File: src/rtl/obf_key_if.sv
// Handshake/bus bundle between the key source and obf_key_loader.
// The zeroize wire exists only when OBF_KEY_ZEROIZE_EN is defined.
interface obf_key_if #(
   parameter int KEY_W = 12
) ();
   logic             start;
   logic             ser_valid;
   logic             ser_data;
   logic             ser_ready;
   logic             clear;
   logic [KEY_W-1:0] key_out;
   logic             armed;
   logic             busy;
   logic             err;
   logic             locked;
   logic [3:0]       fail_cnt;
`ifdef OBF_KEY_ZEROIZE_EN
   logic             zeroize;

   modport master (
      output start, ser_valid, ser_data, clear, zeroize,
      input  ser_ready, key_out, armed, busy, err, locked, fail_cnt
   );
   modport slave (
      input  start, ser_valid, ser_data, clear, zeroize,
      output ser_ready, key_out, armed, busy, err, locked, fail_cnt
   );
`else
   modport master (
      output start, ser_valid, ser_data, clear,
      input  ser_ready, key_out, armed, busy, err, locked, fail_cnt
   );
   modport slave (
      input  start, ser_valid, ser_data, clear,
      output ser_ready, key_out, armed, busy, err, locked, fail_cnt
   );
`endif
endinterface

File: src/rtl/obf_key_loader.sv
// Serial key loader for a key-obfuscated netlist: validates a folded-XOR checksum
// before exposing the key. Optional zeroize input enabled by OBF_KEY_ZEROIZE_EN.
//
// state     | meaning
// ----------+----------------------------------------------------------
// S_IDLE    | waiting for start, lock pattern driven
// S_LOAD    | shifting in key bits then checksum bits
// S_CHECK   | one cycle: compare folded key against received checksum
// S_ARMED   | validated key driven on key_out
// S_ERROR   | bad frame seen, waiting for clear
// S_LOCKOUT | too many bad frames, sticky until rst
module obf_key_loader #(
   parameter int         NUM_SITES = 6,
   parameter int         KEY_W     = 2*NUM_SITES,
   parameter int         CHK_W     = 4,
   parameter int         MAX_FAIL  = 3,
   parameter logic [1:0] LOCK_SITE = 2'b11
) (
   input logic      clk,
   input logic      rst,
   obf_key_if.slave bus
);
   localparam int TOT    = KEY_W + CHK_W;
   localparam int CNT_W  = $clog2(TOT + 1);
   localparam int NCHUNK = (KEY_W + CHK_W - 1) / CHK_W;
   localparam logic [KEY_W-1:0] LOCK_KEY = {NUM_SITES{LOCK_SITE}};

   typedef enum logic [2:0] {
      S_IDLE, S_LOAD, S_CHECK, S_ARMED, S_ERROR, S_LOCKOUT
   } state_t;

   state_t           state;
   logic [KEY_W-1:0] shadow;
   logic [CHK_W-1:0] rx_chk;
   logic [CNT_W-1:0] bit_cnt;
   logic [KEY_W-1:0] key_q;
   logic [3:0]       fail_cnt;
   logic [3:0]       fail_nxt;
   logic             armed, busy, err, locked, ser_ready;

   // top chunk is zero-padded when KEY_W is not a multiple of CHK_W
   function automatic logic [CHK_W-1:0] fold(input logic [KEY_W-1:0] k);
      logic [NCHUNK*CHK_W-1:0] p;
      logic [CHK_W-1:0]        acc;
      p            = '0;
      p[KEY_W-1:0] = k;
      acc          = '0;
      for (int i = 0; i < NCHUNK; i++) acc ^= p[i*CHK_W +: CHK_W];
      return acc;
   endfunction

   assign fail_nxt = (fail_cnt == 4'hF) ? 4'hF : fail_cnt + 4'd1;

   always_ff @(posedge clk or posedge rst) begin
      if (rst) begin
         state     <= S_IDLE;
         shadow    <= '0;
         rx_chk    <= '0;
         bit_cnt   <= '0;
         key_q     <= LOCK_KEY;
         fail_cnt  <= 4'd0;
         armed     <= 1'b0;
         busy      <= 1'b0;
         err       <= 1'b0;
         locked    <= 1'b0;
         ser_ready <= 1'b0;
      end else begin
`ifdef OBF_KEY_ZEROIZE_EN
         if (bus.zeroize) begin
            shadow  <= '0;
            rx_chk  <= '0;
            bit_cnt <= '0;
            key_q   <= LOCK_KEY;
            armed   <= 1'b0;
            if (state != S_LOCKOUT) begin
               state     <= S_IDLE;
               busy      <= 1'b0;
               err       <= 1'b0;
               ser_ready <= 1'b0;
            end
         end else
`endif
         begin
            case (state)
               S_IDLE, S_ARMED: begin
                  if (bus.start) begin
                     state     <= S_LOAD;
                     bit_cnt   <= '0;
                     armed     <= 1'b0;
                     key_q     <= LOCK_KEY;
                     busy      <= 1'b1;
                     ser_ready <= 1'b1;
                     if (state == S_ARMED) shadow <= '0;
                  end
               end
               S_LOAD: begin
                  if (bus.ser_valid && ser_ready) begin
                     for (int i = 0; i < KEY_W; i++)
                        if (bit_cnt == CNT_W'(i)) shadow[i] <= bus.ser_data;
                     for (int i = 0; i < CHK_W; i++)
                        if (bit_cnt == CNT_W'(KEY_W + i)) rx_chk[i] <= bus.ser_data;
                     bit_cnt <= bit_cnt + 1'b1;
                     if (bit_cnt == CNT_W'(TOT - 1)) begin
                        state     <= S_CHECK;
                        ser_ready <= 1'b0;
                     end
                  end
               end
               S_CHECK: begin
                  busy <= 1'b0;
                  if (fold(shadow) == rx_chk) begin
                     state <= S_ARMED;
                     key_q <= shadow;
                     armed <= 1'b1;
                  end else begin
                     fail_cnt <= fail_nxt;
                     shadow   <= '0;
                     if (fail_nxt >= 4'(MAX_FAIL)) begin
                        state  <= S_LOCKOUT;
                        locked <= 1'b1;
                     end else begin
                        state <= S_ERROR;
                        err   <= 1'b1;
                     end
                  end
               end
               S_ERROR: begin
                  if (bus.clear) begin
                     state <= S_IDLE;
                     err   <= 1'b0;
                  end
               end
               S_LOCKOUT: state <= S_LOCKOUT;
               default:   state <= S_IDLE;
            endcase
         end
      end
   end

   assign bus.key_out   = key_q;
   assign bus.armed     = armed;
   assign bus.busy      = busy;
   assign bus.err       = err;
   assign bus.locked    = locked;
   assign bus.fail_cnt  = fail_cnt;
   assign bus.ser_ready = ser_ready;
endmodule
File: src/flat_wrapper.sv
// flat-port wrapper written by rule: the top's interface ports become plain ports
module obf_key_loader_flat 
#(
   parameter int         NUM_SITES = 6,
   parameter int         KEY_W     = 2*NUM_SITES,
   parameter int         CHK_W     = 4,
   parameter int         MAX_FAIL  = 3,
   parameter logic [1:0] LOCK_SITE = 2'b11
)
  (clk, rst, bus_start, bus_ser_valid, bus_ser_data, bus_clear, bus_ser_ready, bus_key_out, bus_armed, bus_busy, bus_err, bus_locked, bus_fail_cnt);
  obf_key_if #(.KEY_W(KEY_W)) bus_i ();
  input logic clk;
  input logic rst;
  input wire logic [$bits(bus_i.start)-1:0] bus_start;
  input wire logic [$bits(bus_i.ser_valid)-1:0] bus_ser_valid;
  input wire logic [$bits(bus_i.ser_data)-1:0] bus_ser_data;
  input wire logic [$bits(bus_i.clear)-1:0] bus_clear;
  output wire logic [$bits(bus_i.ser_ready)-1:0] bus_ser_ready;
  output wire logic [$bits(bus_i.key_out)-1:0] bus_key_out;
  output wire logic [$bits(bus_i.armed)-1:0] bus_armed;
  output wire logic [$bits(bus_i.busy)-1:0] bus_busy;
  output wire logic [$bits(bus_i.err)-1:0] bus_err;
  output wire logic [$bits(bus_i.locked)-1:0] bus_locked;
  output wire logic [$bits(bus_i.fail_cnt)-1:0] bus_fail_cnt;
  assign bus_i.start = bus_start;
  assign bus_i.ser_valid = bus_ser_valid;
  assign bus_i.ser_data = bus_ser_data;
  assign bus_i.clear = bus_clear;
  assign bus_ser_ready = bus_i.ser_ready;
  assign bus_key_out = bus_i.key_out;
  assign bus_armed = bus_i.armed;
  assign bus_busy = bus_i.busy;
  assign bus_err = bus_i.err;
  assign bus_locked = bus_i.locked;
  assign bus_fail_cnt = bus_i.fail_cnt;
  obf_key_loader #(.NUM_SITES(NUM_SITES), .KEY_W(KEY_W), .CHK_W(CHK_W), .MAX_FAIL(MAX_FAIL), .LOCK_SITE(LOCK_SITE)) u_core (.clk(clk), .rst(rst), .bus(bus_i));
endmodule
File: config.mk
export PLATFORM = sky130hd
export DESIGN_NAME = obf_key_loader_flat
export DESIGN_NICKNAME = d
export VERILOG_FILES = /design/src/rtl/obf_key_if.sv /design/src/rtl/obf_key_loader.sv /design/src/flat_wrapper.sv
export SDC_FILE = /design/constraint.sdc
export NUM_CORES = 1
export LEC_CHECK = 0
export CAP_MARGIN = 10
export CORE_UTILIZATION = 49
export DETAILED_ROUTE_END_ITERATION = 16
export PLACE_DENSITY = 0.84
export REMOVE_ABC_BUFFERS = 1
export SYNTH_ARGS = -nofsm -noshare
export SYNTH_HDL_FRONTEND = slang
export SYNTH_SLANG_ARGS = --single-unit
export TNS_END_PERCENT = 50
File: constraint.sdc
create_clock -name clk -period 1.9 [get_ports clk]
set_input_delay 0.19 -clock clk [delete_from_list [all_inputs] [get_ports clk]]
set_output_delay 0.19 -clock clk [all_outputs]
set_load 0.005 [all_outputs]
==> results.sh <==
export IMPL_initial_antenna_violation_count=0
export IMPL_dr_wl_met3_um=180
export IMPL_synth_top_cell_area_share=0.338
export IMPL_top_area_cells_in_the_synthesized_netlist="sky130_fd_sc_hd__dfrtp_1, sky130_fd_sc_hd__dfstp_2, sky130_fd_sc_hd__a21oi_1"
export IMPL_fmax_ghz=0.476
export IMPL_clock_sinks=45
export IMPL_ys_warnings_count=0
export IMPL_layout_commonest_cell="sky130_fd_sc_hd__a21oi_1"
export IMPL_grt_usage=0.219
export IMPL_layout_drive_gt1_share=0.195
export IMPL_path_buf_inv=1
export IMPL_synth_ff_latch_count=45
export IMPL_cap_viol_max_count=0
export IMPL_min_period_over_period=1.11
export IMPL_synth_cell_type_count=38
export IMPL_die_w_um=72.6
export IMPL_start_util=0.513
export IMPL_ys_seq_area_frac=0.467
export IMPL_routed_wl_met2_mm=2.54
export IMPL_timing_critical_path_max_delay_family="simple AND/OR/NAND/NOR gates"
export IMPL_syn2layout_area_growth_pct=25.6
export IMPL_worstPathCellList="xor2_1 -> xnor2_1 -> or4_4 -> or3_4 -> buf_12 -> mux2i_2"
export IMPL_preCtsSetupSlack_ns=-0.200
export IMPL_setup_repair_after_global_routing_missed_its_margin="true"
export IMPL_ant_nets=0
export IMPL_routed_top_layer="met4"
export IMPL_postSynth_topFlopCell="sky130_fd_sc_hd__dfrtp_1"
export IMPL_postCtsSetupBuffers=0
export IMPL_synth_area_mm2=0.00244
export IMPL_grt_start_max_net_pins=46
export IMPL_worst_ir_drop_vdd_mv=0.596
export IMPL_number_of_drc_markers_in_iteration_0=148
export IMPL_synthesis_instances=258
export IMPL_numCtsBuffers=5
export IMPL_standard_cell_area_after_detailed_placement_mm2=0.00294
export IMPL_num_antenna_cells=0
export IMPL_start_kind="flop"
export IMPL_hold_worst_slack_ns=0.227
export IMPL_critical_path_arrival_ns=2.34
export IMPL_cts_tree="built"
export IMPL_worstSkewPairLatency_ns=0.31
export IMPL_grt_overflow=0
export IMPL_port_buffer_count=26
export IMPL_final_wtd_congestion=0.840
export IMPL_final_nets=313
export IMPL_grt_pass1_vias=1868
export IMPL_result_of_the_run="complete, but fails checks"
export IMPL_design_core_area_mm2=0.00475
export IMPL_die_area_mm2=0.00527
export IMPL_drc_errors=0
export IMPL_wire_length_of_the_first_global_routing_pass_mm=8.78
export IMPL_p_leak_nw=1.39
export IMPL_cts_max_path_buffers=2
export IMPL_met1Wirelength_mm=2.41
export IMPL_timing_max_transition_violations_final=0
export IMPL_post_dp_hpwl_mm=3.65
export IMPL_ios=27
export IMPL_drt_total_wl_mm=5.28
export IMPL_drt_pass1_iter_count=4
export IMPL_crit_path_max_incr_delay_ns=0.54
export IMPL_finalSetupViolCount=26
export IMPL_asr_flop_ratio_synth=1.00
export IMPL_synth_largest_area_cell="sky130_fd_sc_hd__dfrtp_1"
export IMPL_critical_path_slowest_stage_cell="sky130_fd_sc_hd__or4_4"
export IMPL_fin_skew_ns=0.0111
export IMPL_mostFrequentLayoutCells="sky130_fd_sc_hd__a21oi_1, sky130_fd_sc_hd__dfrtp_1, sky130_fd_sc_hd__clkdlybuf4s50_1, sky130_fd_sc_hd__buf_4, sky130_fd_sc_hd__nor2_1"
export IMPL_violations="setup timing"
export IMPL_synth_edff_count=0
export IMPL_routed_via_density=5.54
export IMPL_required_ns=2.14
export IMPL_worstSetupPathType="reg -> reg"
export IMPL_synth_area_per_cell_um2=9.46
export IMPL_power_density_mw_per_mm2=1250
export IMPL_clockRootBuffer="sky130_fd_sc_hd__clkbuf_8"
export IMPL_chipHeight_um=72.6
export IMPL_post_route_cell_area_mm2=0.00307
export IMPL_min_path_type="in -> async"
export IMPL_floorplan_rows=25
export IMPL_finalWorstSetupSlack_ns=-0.203
export IMPL_hold_violations=0
export IMPL_timing_worst_slew_pin_value_ns=0.423
export IMPL_drt_wirelength_per_cell_um=14.3
export IMPL_clkSlewWorstSetupHoldPaths_ns=0.10
export IMPL_route_vias_total=2045
export IMPL_slew_headroom=0.718
export IMPL_critical_path_peak_fanout=25
export IMPL_crit_path_end_kind="flop"
export IMPL_final_setup_tns_ns=-4.30
export IMPL_finalWorstPathRequiredPeriod_ns=2.10
export IMPL_cts_htree_levels=2
-- area by class of cell --
type | count | area (um2)
Inverter | 19 | 71.3
Clock inverter | 2 | 16.3
Tap cell | 67 | 83.8
Fill cell | 390 | 1690
Sequential cell | 45 | 1140
Clock buffer | 6 | 93.8
Timing Repair Buffer | 54 | 495
Multi-Input combinational cell | 176 | 1160
-- routing by layer --
metal / vias to the layer above / GRT usage
met2: 55 / 0.324
met4: 0 / 0.109
met1: 1001 / 0.305
met5: - / 0
li1: 978 / -
met3: 11 / 0.0483
-- where the power goes --
group	internal [W]	total [W]	switching (W)
registers	0.00117	0.00136	0.000194
logic	0.000859	0.00178	0.000916
clock network	0.000341	0.000693	0.000352
total	0.00237	0.00383	0.00146
-- kinds of logic (layout without fill, tap and decap cells) --
group / count (synthesis) / after routing / synth area share
xor gates and xnor gates: 15 / 15 / 0.0538
AOI/OAI and AO/OA: 76 / 76 / 0.184
muxes: 18 / 18 / 0.0759
and+or+nand+nor: 61 / 61 / 0.125
adders and majority gates: 6 / 6 / 0.0308
buffers and inverters: 37 / 81 / 0.0636
DFF: 45 / 45 / 0.467
-- worst reg2reg max path: cells and delay by family (launching register included) --
kind / cells / cell delay, ns
simple gates: 2 / 0.91
flops: 1 / 0.41
xor+xnor: 2 / 0.35
mux: 1 / 0.19
buf+inv: 1 / 0.18
-- through the flow --
stage	power (W)	util	instances
after floorplan	0.00235	-	240
after global placement	0.00302	0.618	361
after detailed placement	0.00309	0.618	361
after CTS	0.00381	0.642	369
after global routing	0.00408	0.645	369
final	0.00383	0.645	369
-- flip-flops by register name, summed over array words and instances, names as in the netlist, 3 cells and up --
signal	cells
u_core.bus.key_out	12
u_core.rx_chk	4
u_core.shadow	12
u_core.bus.fail_cnt	4
u_core.bit_cnt	5
u_core.state	3
-- synthesized netlist by cell type (all sizes together) (2+ instances only) --
cell type / number
a31oi: 4
nand2: 7
clkbuf: 11
a21boi: 2
inv: 19
dfstp: 12
a21oi: 38
a21o: 2
o21ai: 11
nor2b: 7
nor3: 2
nor2: 25
nand2b: 3
o21bai: 2
dfrtp: 33
nand4: 3
mux2i: 14
xor2: 4
or4: 2
and3: 4
nand3: 4
ha: 6
xnor2: 11
mux2: 4
buf: 7
a211oi: 12
-- what timing repair did --
action / 4_1_cts / 5_1_grt
pin swaps: 1 / 1
hold buffers: 0 / 0
resized for setup: 1 / 3
setup endpoints to repair: 26 / 26
-- path summary, 6_finish.rpt --
| kind | startpoint | end | slack [ns] | cells after the start |
|---|---|---|---|---|
| setup / recovery | u_core.shadow[9] | u_core.bus.key_out[11] | -0.20 | 6 |
| hold / removal | rst | u_core.shadow[7] | 0.23 | 3 |
| setup reg to reg | u_core.shadow[9] | u_core.bus.key_out[11] | -0.20 | 6 |
| hold reg to reg | u_core.bus.locked | u_core.bus.locked | 0.48 | 1 |
| max in group asynchronous | rst | u_core.bus.key_out[0] | 1.40 | 3 |
| min in group clk | u_core.bus.locked | u_core.bus.locked | 0.48 | 1 |
Power figures use the tool's default switching activity.
